==> src/rtl/flow_fifo_hash_if.sv <==
// Handshake/bus bundle for flow_fifo_hash: FIFO write/read port plus hash tuple and indices.
`timescale 1ns/1ps
interface flow_fifo_hash_if #(
  parameter int unsigned WIDTH        = 72,
  parameter int unsigned INPUT_WIDTH  = 96,
  parameter int unsigned OUTPUT_WIDTH = 19
);
  logic [WIDTH-1:0]        din;
  logic                    wr_en;
  logic                    rd_en;
  logic [WIDTH-1:0]        dout;
  logic                    full;
  logic                    nearly_full;
  logic                    empty;
  logic [INPUT_WIDTH-1:0]  data;
  logic [OUTPUT_WIDTH-1:0] hash_0;
  logic [OUTPUT_WIDTH-1:0] hash_1;

  modport slave (
    input  din, wr_en, rd_en, data,
    output dout, full, nearly_full, empty, hash_0, hash_1
  );

  modport master (
    output din, wr_en, rd_en, data,
    input  dout, full, nearly_full, empty, hash_0, hash_1
  );
endinterface

==> src/rtl/flow_fifo_hash.sv <==
// Ingress helper: fall-through packet FIFO plus a registered dual-index XOR-fold flow hash.
`timescale 1ns/1ps
module flow_fifo_hash #(
  parameter int unsigned WIDTH          = 72,
  parameter int unsigned MAX_DEPTH_BITS = 3,
  parameter int unsigned NEARLY_FULL    = 2**MAX_DEPTH_BITS - 1,
  parameter int unsigned INPUT_WIDTH    = 96,
  parameter int unsigned OUTPUT_WIDTH   = 19
) (
  input  logic                   clk,
  input  logic                   reset,
  flow_fifo_hash_if.slave        io_bus
);

  localparam int unsigned DEPTH  = 2**MAX_DEPTH_BITS;
  localparam int unsigned NCHUNK = (INPUT_WIDTH + OUTPUT_WIDTH - 1) / OUTPUT_WIDTH;
  localparam int unsigned PADW   = NCHUNK * OUTPUT_WIDTH;
  localparam int unsigned CW     = MAX_DEPTH_BITS + 1;

  localparam logic [CW-1:0] DEPTH_C    = CW'(DEPTH);
  localparam logic [CW-1:0] PTR_LAST_C = CW'(DEPTH - 1);
  localparam logic [CW-1:0] NF_C       = CW'(NEARLY_FULL);

  // ---------------------------------------------------------------------------
  // FIFO
  // ---------------------------------------------------------------------------
  logic [WIDTH-1:0] r_mem [DEPTH];
  logic [CW-1:0]    r_wr_ptr;
  logic [CW-1:0]    r_rd_ptr;
  logic [CW-1:0]    r_count;
  logic [CW-1:0]    w_wr_ptr_d;
  logic [CW-1:0]    w_rd_ptr_d;
  logic [CW-1:0]    w_count_d;
  logic             w_empty;
  logic             w_full;
  logic             w_push;
  logic             w_pop;

  assign w_empty = (r_count == '0);
  assign w_full  = (r_count == DEPTH_C);
  // A push while full is dropped even if a pop frees a slot in the same cycle.
  assign w_push  = io_bus.wr_en && !w_full;
  assign w_pop   = io_bus.rd_en && !w_empty;

  always_comb begin
    w_wr_ptr_d = r_wr_ptr;
    w_rd_ptr_d = r_rd_ptr;
    w_count_d  = r_count;
    if (w_push) begin
      w_wr_ptr_d = (r_wr_ptr == PTR_LAST_C) ? '0 : r_wr_ptr + 1'b1;
    end
    if (w_pop) begin
      w_rd_ptr_d = (r_rd_ptr == PTR_LAST_C) ? '0 : r_rd_ptr + 1'b1;
    end
    unique case ({w_push, w_pop})
      2'b10:   w_count_d = r_count + 1'b1;
      2'b01:   w_count_d = r_count - 1'b1;
      default: w_count_d = r_count;
    endcase
  end

  always_ff @(posedge clk) begin
    if (reset) begin
      r_wr_ptr <= '0;
      r_rd_ptr <= '0;
      r_count  <= '0;
    end else begin
      r_wr_ptr <= w_wr_ptr_d;
      r_rd_ptr <= w_rd_ptr_d;
      r_count  <= w_count_d;
    end
  end

  // Storage carries no reset; stale words are unreachable once the pointers clear.
  always_ff @(posedge clk) begin
    if (!reset && w_push) begin
      r_mem[r_wr_ptr[MAX_DEPTH_BITS-1:0]] <= io_bus.din;
    end
  end

  assign io_bus.dout        = r_mem[r_rd_ptr[MAX_DEPTH_BITS-1:0]];
  assign io_bus.empty       = w_empty;
  assign io_bus.full        = w_full;
  assign io_bus.nearly_full = (r_count >= NF_C);

`ifndef SYNTHESIS
  always_ff @(posedge clk) begin
    if (!reset) begin
      if (io_bus.wr_en && w_full) begin
        $display("flow_fifo_hash: write while full dropped at %0t", $time);
      end
      if (io_bus.rd_en && w_empty) begin
        $display("flow_fifo_hash: read while empty ignored at %0t", $time);
      end
    end
  end
`endif

  // ---------------------------------------------------------------------------
  // Hash: XOR-fold of the tuple and of its bit-reversed image, last chunk zero-padded
  // ---------------------------------------------------------------------------
  logic [PADW-1:0]         w_pad;
  logic [PADW-1:0]         w_rev_pad;
  logic [OUTPUT_WIDTH-1:0] w_fold_0;
  logic [OUTPUT_WIDTH-1:0] w_fold_1;
  logic [OUTPUT_WIDTH-1:0] r_hash_0;
  logic [OUTPUT_WIDTH-1:0] r_hash_1;

  always_comb begin
    w_pad     = '0;
    w_rev_pad = '0;
    w_fold_0  = '0;
    w_fold_1  = '0;
    w_pad[INPUT_WIDTH-1:0] = io_bus.data;
    for (int i = 0; i < int'(INPUT_WIDTH); i++) begin
      w_rev_pad[i] = io_bus.data[int'(INPUT_WIDTH) - 1 - i];
    end
    for (int k = 0; k < int'(NCHUNK); k++) begin
      w_fold_0 = w_fold_0 ^ w_pad[k*int'(OUTPUT_WIDTH) +: OUTPUT_WIDTH];
      w_fold_1 = w_fold_1 ^ w_rev_pad[k*int'(OUTPUT_WIDTH) +: OUTPUT_WIDTH];
    end
  end

  always_ff @(posedge clk) begin
    if (reset) begin
      r_hash_0 <= '0;
      r_hash_1 <= '0;
    end else begin
      r_hash_0 <= w_fold_0;
      r_hash_1 <= w_fold_1;
    end
  end

  assign io_bus.hash_0 = r_hash_0;
  assign io_bus.hash_1 = r_hash_1;

endmodule

==> src/flat_wrapper.sv <==
// flat-port wrapper written by rule: the top's interface ports become plain ports
module flow_fifo_hash_flat 
#(
  parameter int unsigned WIDTH          = 72,
  parameter int unsigned MAX_DEPTH_BITS = 3,
  parameter int unsigned NEARLY_FULL    = 2**MAX_DEPTH_BITS - 1,
  parameter int unsigned INPUT_WIDTH    = 96,
  parameter int unsigned OUTPUT_WIDTH   = 19
)
  (clk, reset, io_bus_din, io_bus_wr_en, io_bus_rd_en, io_bus_data, io_bus_dout, io_bus_full, io_bus_nearly_full, io_bus_empty, io_bus_hash_0, io_bus_hash_1);
  flow_fifo_hash_if #(.WIDTH(WIDTH), .INPUT_WIDTH(INPUT_WIDTH), .OUTPUT_WIDTH(OUTPUT_WIDTH)) io_bus_i ();
  input  logic clk;
  input  logic reset;
  input wire logic [$bits(io_bus_i.din)-1:0] io_bus_din;
  input wire logic [$bits(io_bus_i.wr_en)-1:0] io_bus_wr_en;
  input wire logic [$bits(io_bus_i.rd_en)-1:0] io_bus_rd_en;
  input wire logic [$bits(io_bus_i.data)-1:0] io_bus_data;
  output wire logic [$bits(io_bus_i.dout)-1:0] io_bus_dout;
  output wire logic [$bits(io_bus_i.full)-1:0] io_bus_full;
  output wire logic [$bits(io_bus_i.nearly_full)-1:0] io_bus_nearly_full;
  output wire logic [$bits(io_bus_i.empty)-1:0] io_bus_empty;
  output wire logic [$bits(io_bus_i.hash_0)-1:0] io_bus_hash_0;
  output wire logic [$bits(io_bus_i.hash_1)-1:0] io_bus_hash_1;
  assign io_bus_i.din = io_bus_din;
  assign io_bus_i.wr_en = io_bus_wr_en;
  assign io_bus_i.rd_en = io_bus_rd_en;
  assign io_bus_i.data = io_bus_data;
  assign io_bus_dout = io_bus_i.dout;
  assign io_bus_full = io_bus_i.full;
  assign io_bus_nearly_full = io_bus_i.nearly_full;
  assign io_bus_empty = io_bus_i.empty;
  assign io_bus_hash_0 = io_bus_i.hash_0;
  assign io_bus_hash_1 = io_bus_i.hash_1;
  flow_fifo_hash #(.WIDTH(WIDTH), .MAX_DEPTH_BITS(MAX_DEPTH_BITS), .NEARLY_FULL(NEARLY_FULL), .INPUT_WIDTH(INPUT_WIDTH), .OUTPUT_WIDTH(OUTPUT_WIDTH)) u_core (.clk(clk), .reset(reset), .io_bus(io_bus_i));
endmodule
==> config.mk <==
export PLATFORM = sky130hd
export DESIGN_NAME = flow_fifo_hash_flat
export DESIGN_NICKNAME = d
export VERILOG_FILES = /design/src/rtl/flow_fifo_hash_if.sv /design/src/rtl/flow_fifo_hash.sv /design/src/flat_wrapper.sv
export SDC_FILE = /design/constraint.sdc
export NUM_CORES = 1
export LEC_CHECK = 0
export CAP_MARGIN = 30
export CORE_MARGIN = 3
export CORE_UTILIZATION = 55
export DETAILED_ROUTE_END_ITERATION = 7
export DONT_BUFFER_PORTS = 1
export GPL_TIMING_DRIVEN = 0
export PLACE_DENSITY = 0.77
export SLEW_MARGIN = 0
export SYNTH_ARGS = -nofsm -noshare
export SYNTH_HDL_FRONTEND = slang
export SYNTH_SLANG_ARGS = --single-unit
==> constraint.sdc <==
create_clock -name clk -period 10.7 [get_ports clk]
set_input_delay 2.675 -clock clk [delete_from_list [all_inputs] [get_ports clk]]
set_output_delay 2.675 -clock clk [all_outputs]
set_load 0.05 [all_outputs]
Word-level counts from Yosys, hierarchy flattened
Memories as Yosys holds them, arrays and structs flattened. A register that Yosys moved wholly into a read port is not among the register bits.
Index checks and enable logic that the tools add are counted.
{ "word_totals": {"register_bits": 50, "ramBits": 576, "inputBits": 172, "word_cells": 41, "n_memories": 1} }
{ "op_classes": {"n_addsub": 4, "n_lt_le_gt_ge": 1, "n_eq_ne": 5, "n_mux": 7, "bitwise": 10, "n_reduce_logical": 8} }
{ "mem_list": {"columns": ["name", "words", "width", "rd", "rd_clocked_by_memory_dff", "wr", "line_no", "text"], "rows": [
  ["u_core.r_mem", 8, 72, 1, 1, 1, "flow_fifo_hash.sv:27", "logic [WIDTH-1:0] r_mem [DEPTH];"]
]} }
{ "op_table": {"columns": ["op", "count"], "rows": [
  ["$xor A19 B19 Y19", 8],
  ["$xor A19 B1 Y19", 2],
  ["$add A4 B1 Y4 const B", 3],
  ["$eq A4 B3 Y1 const B", 2],
  ["$mux W4", 2],
  ["$pmux W4 S2", 1],
  ["$mux W3", 2],
  ["$eq A4 B4 Y1 const B", 1],
  ["$ge A4 B3 Y1 const B", 1],
  ["$logic_not A4 Y1", 1],
  ["$sub A4 B1 Y4 const B", 1],
  ["$logic_and A1 B1 Y1", 3],
  ["$logic_not A1 Y1", 3],
  ["$eq A2 B1 Y1 const B", 1],
  ["$eq A2 B2 Y1 const B", 1],
  ["$mux W1", 2],
  ["$reduce_bool A2 Y1", 1]
]} }

Longest topological paths before layout
Gate-level depths: netlist of run 1.
{ "logic_depth": {"word_depth": 6, "mapped_depth": 9, "depth_no_buf": 8} }

Worst setup path after synthesis of run 1
No wires, ideal clock.
{ "synth_timing": {"path_type": "input port to flip-flop", "startpoint": "in reset", "endpoint": "mem u_core.r_mem[0][0], enable pin", "setup_time_ns": 0.590, "arrival_ns": 8.137, "required_time_ns": 10.110, "path_slack_ns": 1.973, "path_stages": 3, "n_path_buf": 1, "path_cell_list": "clkbuf_1 or3_1 nor3_1"} }
{ "synth_via": {"elab_chain_len": 4} }
{ "synth_rtl": {"columns": ["item", "line_no", "text"], "rows": [
  ["from (decl)", "flat_wrapper.sv:13", "input logic reset;"],
  ["$logic_not A1 Y1", "flow_fifo_hash.sv:76", "if (!reset && w_push) begin"],
  ["$logic_and A1 B1 Y1", "flow_fifo_hash.sv:76", null],
  ["$mux W1", "flow_fifo_hash.sv:76", null],
  ["$mux W1 (implied by the code)", "flow_fifo_hash.sv:77", "r_mem[r_wr_ptr[MAX_DEPTH_BITS-1:0]] <= io_bus.din;"],
  ["to (decl)", "flow_fifo_hash.sv:27", null]
]} }
Every way passes these cells.

==> results of run 1 <==
[layout make-up]
class	instances	area, um2
sequential	629	18400
clock buffer	85	1710
multi-input combinational	404	5420
clock inverter	23	226
buffer	50	223
fill	2723	15100
tap	577	722
inverter	3	11.3
timing repair buffer	42	771
[synthesized netlist by cell type, drive strengths merged]
library cell  instances
or3b                  1
a41oi                 1
nand2                 8
edfxtp              576
and3b                 1
a311oi                1
a221oi                1
clkbuf               24
or4b                  2
ha                    4
nor2                 53
nor2b                 2
a31o                  1
nand4b                1
o31ai                 1
nand3b                1
or3                   2
o41ai                 1
nor3                  4
mux2i                 1
nor4                  1
xnor2                59
mux4                144
o21ai                 3
nand3                 4
or4                   1
mux2                 74
o21a                  1
nand2b                3
inv                   3
dfxtp                53
a21oi                 6
buf                  26
xor2                 22
[critical path: cells and delay by family (launching register included)]
family	cells	cell delay, ns
buf+inv	3	1.40
mux	2	0.84
flops	1	0.30
[cell families (layout without fill, tap and decap cells)]
family          count (synthesis)  after routing  synth area share [%]
flops                         629            629                  76.6
mux                           219            219                  17.1
simple gates                   84             84                  1.60
xor+xnor                       81             81                  2.96
buf+inv                        53            203                 0.977
compound gates                 16             16                 0.538
fa+ha+maj                       4              4                 0.209
[per-stage QoR]
| step | TNS, ns | cells | util [%] | hold WS, ns | area [um2] |
|---|---|---|---|---|---|
| after global placement | -478.51 | 1663 | 58.0 | 0.473 | 24700 |
| after global routing | 0 | 1813 | 64.6 | 0.540 | 27400 |
| after detailed placement | 0 | 1705 | 60.0 | 0.484 | 25500 |
| after CTS | 0 | 1813 | 64.6 | 0.493 | 27400 |
| final | 0 | 1813 | 64.6 | 0.490 | 27400 |
| after floorplan | 0 | 1086 | - | 0.462 | 24000 |
[registers in the layout (all words and copies together) (netlist names), named ones only]
register,count
u_core.io_bus.hash_0,19
u_core.r_count,4
u_core.r_rd_ptr,4
u_core.r_mem,576
u_core.r_wr_ptr,4
u_core.io_bus.hash_1,19
[worst max-delay path by stage]
stage,slack [ns],endpoint,cells after the start
floorplan,1.97,u_core.r_mem[0][0],3
global placement,-3.39,u_core.r_mem[0][46],3
detailed placement,5.49,io_bus_dout[53],5
CTS,4.81,io_bus_dout[53],5
global route,4.71,io_bus_dout[51],5
finish,4.86,io_bus_dout[53],5
[report_power, final]
group          internal (uW)  leakage [uW]  switching (uW)  total [uW]
combinational            529       0.00197             898        1430
clock                   1180      0.000938             868        2050
sequential              2780       0.00564             115        2890
[routing by layer]
layer,up-vias,GRT usage [%]
met5,-,0
li1,4628,-
met3,57,5.65
met1,5782,30.5
met2,507,35.5
met4,0,4.83
==> results.py, run 1 <==
metrics = {
    "route": {
        "wl_met3_um": 3920,
        "wire_per_inst_um": 27.4,
        "drc_errors": 0,
        "dr_wl_met2_um": 24800,
        "ant_nets": 0,
        "wl_um": 49700,
        "vias": 11000,
        "vias_per_cell": 6.05,
        "routedLengthMet1_um": 20200,
        "topRoutingLayerUsed": "met4",
        "drt-pass1-iter-count": 5,
        "drt_iter0_markers": 1109,
    },
    "hold_path": {
        "holdPathStages": 2,
        "hold_end": "u_core.r_wr_ptr[3]",
        "hold_path_class": "reg -> reg",
        "hp-start": "u_core.r_wr_ptr[3]",
    },
    "power_and_ir_drop": {
        "total_power_uw": 6370,
        "powerDensity_mw_per_mm2": 232,
        "p_leak_uw": 0.00855,
        "max-vdd-ir-drop_v": 0.000132,
    },
    "synthesis": {
        "netlist_area_mm2": 0.0240,
        "synthTopCellsByArea": "edfxtp_1, mux4_2, dfxtp_1, mux2_2, xnor2_1",
        "synth.distinct_cells": 40,
        "yosys_warnings": 0,
        "synth.largest_area_cell": "edfxtp_1",
        "seq_area_frac_synth_pct": 76.6,
        "ys_seq_elements": 629,
        "synth.net_count": 1262,
        "syn_avg_cell_area_um2": 22.1,
        "syn_inst": 1086,
        "synth.top_cell.area_share_pct": 72.2,
    },
    "setup_path": {
        "reg2reg_depth": 8,
        "path_cells": "buf_2, buf_2, clkbuf_1, mux4_2, mux2_2",
        "r2r-end": "u_core.r_count[3]",
        "slowest_stage": "clkbuf_1",
        "worstSetupPathType": "reg -> out",
        "slowest_delay_ns": 0.69,
        "crit_required_ns": 8.03,
        "cpMostUsedCell": "buf_2",
        "cp.arrival_ns": 3.17,
        "startpoint_type": "register",
        "crit_path_max_fanout": 10,
        "cp-end-kind": "output port",
        "regToRegSetupSlack_ns": 7.72,
        "reg2reg_from": "u_core.r_count[0]",
    },
    "clock_network": {
        "cts.repair.resized": 0,
        "clock_latency_ns": 0.61,
        "clkTransAtPathRegs_ns": 0.06,
        "cts_tree": "done",
        "cts-buffers-inserted": 60,
        "cts_root_buf": "clkbuf_16",
        "postCtsHoldBufs": 0,
        "cts_max_level": 2,
        "cts_sinks": 629,
        "cts_buffer_depth": 3,
        "cts_setup_buffers": 0,
    },
    "grt": {
        "grt_max_degree": 26,
        "antenna_found_initial": 1,
        "grt_util_all_layers_pct": 21.9,
        "grt-ovfl-total": 0,
        "grt_pass1_wl_um": 75100,
        "grt_pass1_vias": 11700,
    },
    "finish": {
        "nets": 1366,
        "final_common_cell": "edfxtp_1",
        "final_cell_mix": "edfxtp_1, mux4_2, mux2_2",
        "insertedDiodeCount": 0,
        "drive_gt1_share_pct": 30.9,
        "areaGrowthSynthToFinish_pct": 14.6,
    },
    "placement": {
        "pre_cts_slack_ns": 5.49,
        "gp_congestion": 0.751,
        "port_buffers": 0,
        "place_hpwl_um": 32700,
    },
    "sta": {
        "layout_setup_ws_ns": 4.86,
        "fin_crit_sh_pct": 54.6,
        "clock-skew-final_ns": 0.0188,
        "slew-limit-headroom_pct": 38.0,
        "slew_viol_final": 0,
        "final.min_clock_period_ns": 5.84,
        "rsz0062_at_grt": "no",
        "worst_slew_pin_slew_ns": 0.929,
        "hold_viol": 0,
        "fmax_mhz": 171,
        "finalSetupViolCount": 0,
    },
    "floorplanning": {
        "rows": 75,
        "initial_core_util_pct": 56.3,
        "core-area_mm2": 0.0425,
        "die-area_mm2": 0.0461,
        "die_h_um": 215,
        "die_x_um": 215,
        "boundaryPins": 285,
    },
    "status": {
        "status": "completed",
    },
    "flow_run": {
        "drv_cap": 0,
    },
}
Power figures use the tool's default switching activity.
==> run 2, diff against run 1 <==
--- a/config.mk
+++ b/config.mk
@@ -11,7 +11,7 @@
 export DETAILED_ROUTE_END_ITERATION = 7
 export DONT_BUFFER_PORTS = 1
 export GPL_TIMING_DRIVEN = 0
-export PLACE_DENSITY = 0.77
+export PLACE_DENSITY = 0.8
 export SLEW_MARGIN = 0
 export SYNTH_ARGS = -nofsm -noshare
 export SYNTH_HDL_FRONTEND = slang
==> constraint.sdc (replaced) <==
create_clock -name clk -period 5.25 [get_ports clk]
set_input_delay 1.3125 -clock clk [delete_from_list [all_inputs] [get_ports clk]]
set_output_delay 1.3125 -clock clk [all_outputs]
set_load 0.05 [all_outputs]
==> results.py, run 2 (synthesis gave the netlist of run 1 again) <==
metrics = {
    "grt": {
        "grt_max_degree": 28,
        "grt_util_all_layers_pct": 22.5,
        "grt_pass1_vias": 11900,
        "grt_pass1_wl_um": 76300,
        "grt-ovfl-total": 0,
        "antenna_found_initial": 0,
    },
    "route": {
        "vias": 10900,
        "drt-pass1-iter-count": 5,
        "drc_errors": 0,
        "ant_nets": 0,
        "wire_per_inst_um": 28.1,
        "drt_iter0_markers": 983,
        "vias_per_cell": 6.08,
        "wl_um": 50600,
    },
    "clock_network": {
        "clock_latency_ns": 0.61,
        "cts.repair.resized": 0,
        "cts_max_level": 2,
        "cts-buffers-inserted": 59,
        "cts_root_buf": "clkbuf_16",
        "cts_setup_buffers": 0,
        "cts_buffer_depth": 3,
        "clkTransAtPathRegs_ns": 0.06,
        "postCtsHoldBufs": 0,
        "cts_tree": "done",
        "cts_sinks": 629,
    },
    "hold_path": {
        "hold_path_class": "reg -> reg",
        "hp-start": "u_core.r_rd_ptr[3]",
    },
    "finish": {
        "drive_gt1_share_pct": 30.1,
        "final_cell_mix": "edfxtp_1, mux4_2, mux2_2",
        "insertedDiodeCount": 0,
        "multiInputGateArea_mm2": 0.00544,
        "fin_area_mm2": 0.0272,
        "nets": 1351,
        "final_common_cell": "edfxtp_1",
        "fill_cells": 2770,
        "largest_reg_flops": 576,
        "seq_area_mm2": 0.0184,
        "finalNonFillerCells": 1800,
        "areaGrowthSynthToFinish_pct": 13.7,
    },
    "placement": {
        "placed_cell_area_mm2": 0.0254,
        "port_buffers": 0,
        "gp_congestion": 0.838,
        "place_hpwl_um": 31800,
        "dpl.cell_count": 1691,
        "pre_cts_slack_ns": 1.29,
    },
    "setup_path": {
        "crit_required_ns": 3.94,
        "startpoint_type": "register",
        "worstSetupPathType": "reg -> out",
        "cp-end-kind": "output port",
        "slowest_stage": "buf_1",
        "reg2reg_from": "u_core.r_count[2]",
        "cpMostUsedCell": "buf_2",
        "cp.arrival_ns": 3.07,
        "slowest_delay_ns": 0.60,
        "path_cells": "buf_2, buf_2, buf_1, mux4_2, mux2_2",
        "crit_path_max_fanout": 10,
    },
    "power_and_ir_drop": {
        "p_leak_uw": 0.00844,
        "powerDensity_mw_per_mm2": 473,
        "max-vdd-ir-drop_v": 0.000346,
        "total_power_uw": 12900,
    },
    "floorplanning": {
        "die_x_um": 215,
        "die_h_um": 215,
        "rows": 75,
        "boundaryPins": 285,
        "die-area_mm2": 0.0461,
        "core-area_mm2": 0.0425,
        "initial_core_util_pct": 56.3,
    },
    "sta": {
        "fmax_mhz": 228,
        "fin_crit_sh_pct": 83.4,
        "final.min_clock_period_ns": 4.38,
        "worst_slew_pin_slew_ns": 0.951,
        "slew-limit-headroom_pct": 36.5,
        "finalSetupViolCount": 0,
        "slew_viol_final": 0,
        "hold_viol": 0,
        "layout_setup_ws_ns": 0.870,
        "clock-skew-final_ns": 0.0152,
        "hold_slack_ns": 0.498,
        "rsz0062_at_grt": "no",
    },
    "status": {
        "status": "completed",
    },
    "flow_run": {
        "drv_cap": 0,
    },
}
-- run 2: cell types whose count changed in the layout (fill, tap and decap cells not counted), sizes merged --
| cell | before | now |
|---|---|---|
| clkinv | 13 | 31 |
| inv | 8 | 5 |
| bufinv | 3 | 4 |
| buf | 68 | 54 |
| clkinvlp | 2 | 0 |
| clkbuf | 109 | 96 |
-- run 2: through the flow --
stage	utilization, %	setup TNS (ns)
after floorplan	-	-25.76
after global placement	58.1	-1116.49
after detailed placement	59.7	0
after CTS	64.1	0
after global routing	64.1	0
final	64.1	0
-- run 2: worst max-delay path, delay by kind of cell, from the launching register on --
kind | cells | cell delay [ns]
buffers and inverters | 3 | 1.29
flip-flops | 1 | 0.30
multiplexers | 2 | 0.87
-- run 2: per-layer routing --
layer	up-vias	wire length [um]	track usage (%)
met4	0	1670	8.12
met5	-	0	0
met1	5749	19200	28.5
li1	4613	-	-
met2	486	25700	37.9
met3	99	3980	6.07
-- run 2: final timing paths --
check	end	slack [ns]	cells after the start
worst min-delay path	u_core.r_rd_ptr[3]	0.50	2
worst min register to register	u_core.r_rd_ptr[3]	0.50	2
worst max-delay path	io_bus_dout[39]	0.87	5
worst max register to register	u_core.r_mem[0][19]	2.09	9
-- run 2: cell type report --
cell class                      count  area share (%)
Tap cell                          577            2.65
Buffer                             50           0.818
Timing Repair Buffer               28            2.32
Sequential cell                   629            67.4
Clock buffer                       72            5.64
Clock inverter                     37            1.15
Multi-Input combinational cell    404            20.0
Inverter                            3          0.0414
-- run 2: power by group --
group | internal [uW] | total (uW) | switching (uW)
clock network | 2280 | 4050 | 1770
registers | 5660 | 5900 | 235
logic | 1090 | 2920 | 1840
total | 9030 | 12900 | 3840
==> run 3, diff against run 2 <==
--- a/config.mk
+++ b/config.mk
@@ -11,7 +11,7 @@
 export DETAILED_ROUTE_END_ITERATION = 7
 export DONT_BUFFER_PORTS = 1
 export GPL_TIMING_DRIVEN = 0
-export PLACE_DENSITY = 0.8
+export PLACE_DENSITY = 0.77
 export SLEW_MARGIN = 0
 export SYNTH_ARGS = -nofsm -noshare
 export SYNTH_HDL_FRONTEND = slang
==> constraint.sdc (replaced) <==
create_clock -name clk -period 4.2 [get_ports clk]
set_input_delay 1.05 -clock clk [delete_from_list [all_inputs] [get_ports clk]]
set_output_delay 1.05 -clock clk [all_outputs]
set_load 0.05 [all_outputs]
==> results.py, run 3 (synthesis gave the netlist of run 1 again) <==
metrics = {
    "status": {
        "status": "completed",
    },
    "route": {
        "drt_iter0_markers": 984,
        "ant_nets": 0,
        "drt-pass1-iter-count": 5,
        "wl_um": 49800,
        "drc_errors": 0,
        "vias": 10900,
        "vias_per_cell": 6.05,
        "wire_per_inst_um": 27.7,
    },
    "sta": {
        "hold_viol": 0,
        "fmax_mhz": 246,
        "clock-skew-final_ns": 0.0158,
        "rsz0062_at_grt": "yes",
        "worst_slew_pin_slew_ns": 0.909,
        "fin_crit_sh_pct": 96.8,
        "finalSetupViolCount": 0,
        "slew_viol_final": 0,
        "slew-limit-headroom_pct": 39.4,
        "final.min_clock_period_ns": 4.07,
    },
    "setup_path": {
        "cpMostUsedCell": "buf_2",
        "reg2reg_from": "u_core.r_count[0]",
        "worstSetupPathType": "reg -> out",
        "slowest_stage": "buf_1",
        "crit_family": "buffers and inverters",
        "crit_buf_inv": 3,
        "crit_required_ns": 3.15,
        "cp-end-kind": "output port",
        "cp.arrival_ns": 3.02,
        "path_cells": "buf_2, buf_2, buf_1, mux4_2, mux2_2",
        "startpoint_type": "register",
        "slowest_delay_ns": 0.60,
        "crit_path_max_fanout": 10,
    },
    "placement": {
        "place_hpwl_um": 32500,
        "port_buffers": 0,
        "gp_congestion": 0.813,
    },
    "clock_network": {
        "cts_root_buf": "clkbuf_16",
        "clock_latency_ns": 0.61,
        "cts_sinks": 629,
        "cts_tree": "done",
        "cts_setup_buffers": 0,
        "cts_max_level": 2,
        "cts_buffer_depth": 3,
        "cts-buffers-inserted": 59,
        "clkTransAtPathRegs_ns": 0.06,
    },
    "floorplanning": {
        "die-area_mm2": 0.0461,
        "initial_core_util_pct": 56.3,
        "boundaryPins": 285,
        "die_h_um": 215,
        "die_x_um": 215,
        "rows": 75,
        "core-area_mm2": 0.0425,
    },
    "finish": {
        "final_common_cell": "edfxtp_1",
        "insertedDiodeCount": 0,
        "final_core_util_pct": 64.1,
        "final_cell_mix": "edfxtp_1, mux4_2, mux2_2",
        "largest_reg_flops": 576,
        "nets": 1354,
        "drive_gt1_share_pct": 30.2,
        "areaGrowthSynthToFinish_pct": 13.8,
    },
    "hold_path": {
        "hold_path_class": "reg -> reg",
        "hp-start": "u_core.r_rd_ptr[3]",
    },
    "power_and_ir_drop": {
        "total_power_uw": 16000,
        "clock_power_share_pct": 31.0,
        "power_frac_seq_pct": 46.0,
        "max-vdd-ir-drop_v": 0.000419,
        "p_int_uw": 11300,
        "p_comb_share_pct": 23.0,
        "p_sw_share_pct": 29.6,
        "power.switching_uw": 4740,
        "p_leak_uw": 0.00844,
        "powerDensity_mw_per_mm2": 588,
    },
    "grt": {
        "grtUsageMet2_pct": 35.8,
        "grt_max_degree": 25,
        "top_usage_layer": "met2",
        "use_met3_pct": 6.31,
        "grt_pass1_wl_um": 74900,
        "antenna_found_initial": 0,
        "grt-ovfl-total": 0,
        "grt_util_met1_pct": 29.4,
        "grt_util_all_layers_pct": 22.0,
        "grt_pass1_vias": 11900,
    },
    "flow_run": {
        "drv_cap": 0,
    },
}
==> run 3: cell count changes in the layout (fill, tap and decap cells not counted), sizes merged <==
cell	previous run	this run
buf	54	53
bufinv	4	1
clkbuf	96	111
clkinv	31	19
==> run 3: final timing paths <==
path                        end  slack, ns  cells after the start
max             io_bus_dout[12]       0.13                      5
min          u_core.r_rd_ptr[3]       0.52                      2
max reg2reg   u_core.r_count[3]       1.24                      8
min reg2reg  u_core.r_rd_ptr[3]       0.52                      2
==> run 3: routing by layer <==
metal,wire length [um],share of wire (%)
met5,0,0
met4,1190,2.4
met3,4130,8.3
met2,24500,49
met1,20000,40
==> run 3: worst min-delay path: stages (launching register included) <==
cell and delay [ns]:
dfxtp_1 0.32, o21ai_0 0.07, a21oi_1 0.07
==> run 3: timing repair <==
action	in CTS	in global routing
hold buffers	0	0
setup endpoints to repair	9	42
resized for setup	3	4
hold endpoints to repair	0	0
==> run 3: power groups by stage <==
stage / Clock (uW) / Sequential [uW] / Combinational [uW]
detailed placement: 0 / 7500 / 3720
finish: 4970 / 7370 / 3680
CTS: 5090 / 7370 / 3740
global placement: 0 / 7520 / 3570
global route: 5380 / 7390 / 3900
floorplan: 0 / 7480 / 3010
==> run 3: area by class of cell <==
type / instances / area (um2)
clock inverter: 22 / 140
buffer: 50 / 239
multi-input combinational: 404 / 5440
clock buffer: 83 / 1670
sequential: 629 / 18400
inverter: 3 / 11.3
fill: 2766 / 15300
timing repair buffer: 31 / 678
tap: 577 / 722
==> run 3: through the flow <==
stage	worst slack (ns)	TNS [ns]	hold WS [ns]	area [um2]	instances
floorplan	-0.966	-190.59	0.462	24000	1086
global placement	-4.30	-1477.55	0.479	24700	1663
detailed placement	0.642	0	0.507	25400	1694
CTS	-0.000469	-0.000764	0.489	27200	1799
global route	-0.0147	-0.0522	0.491	27300	1799
finish	0.134	0	0.517	27300	1799
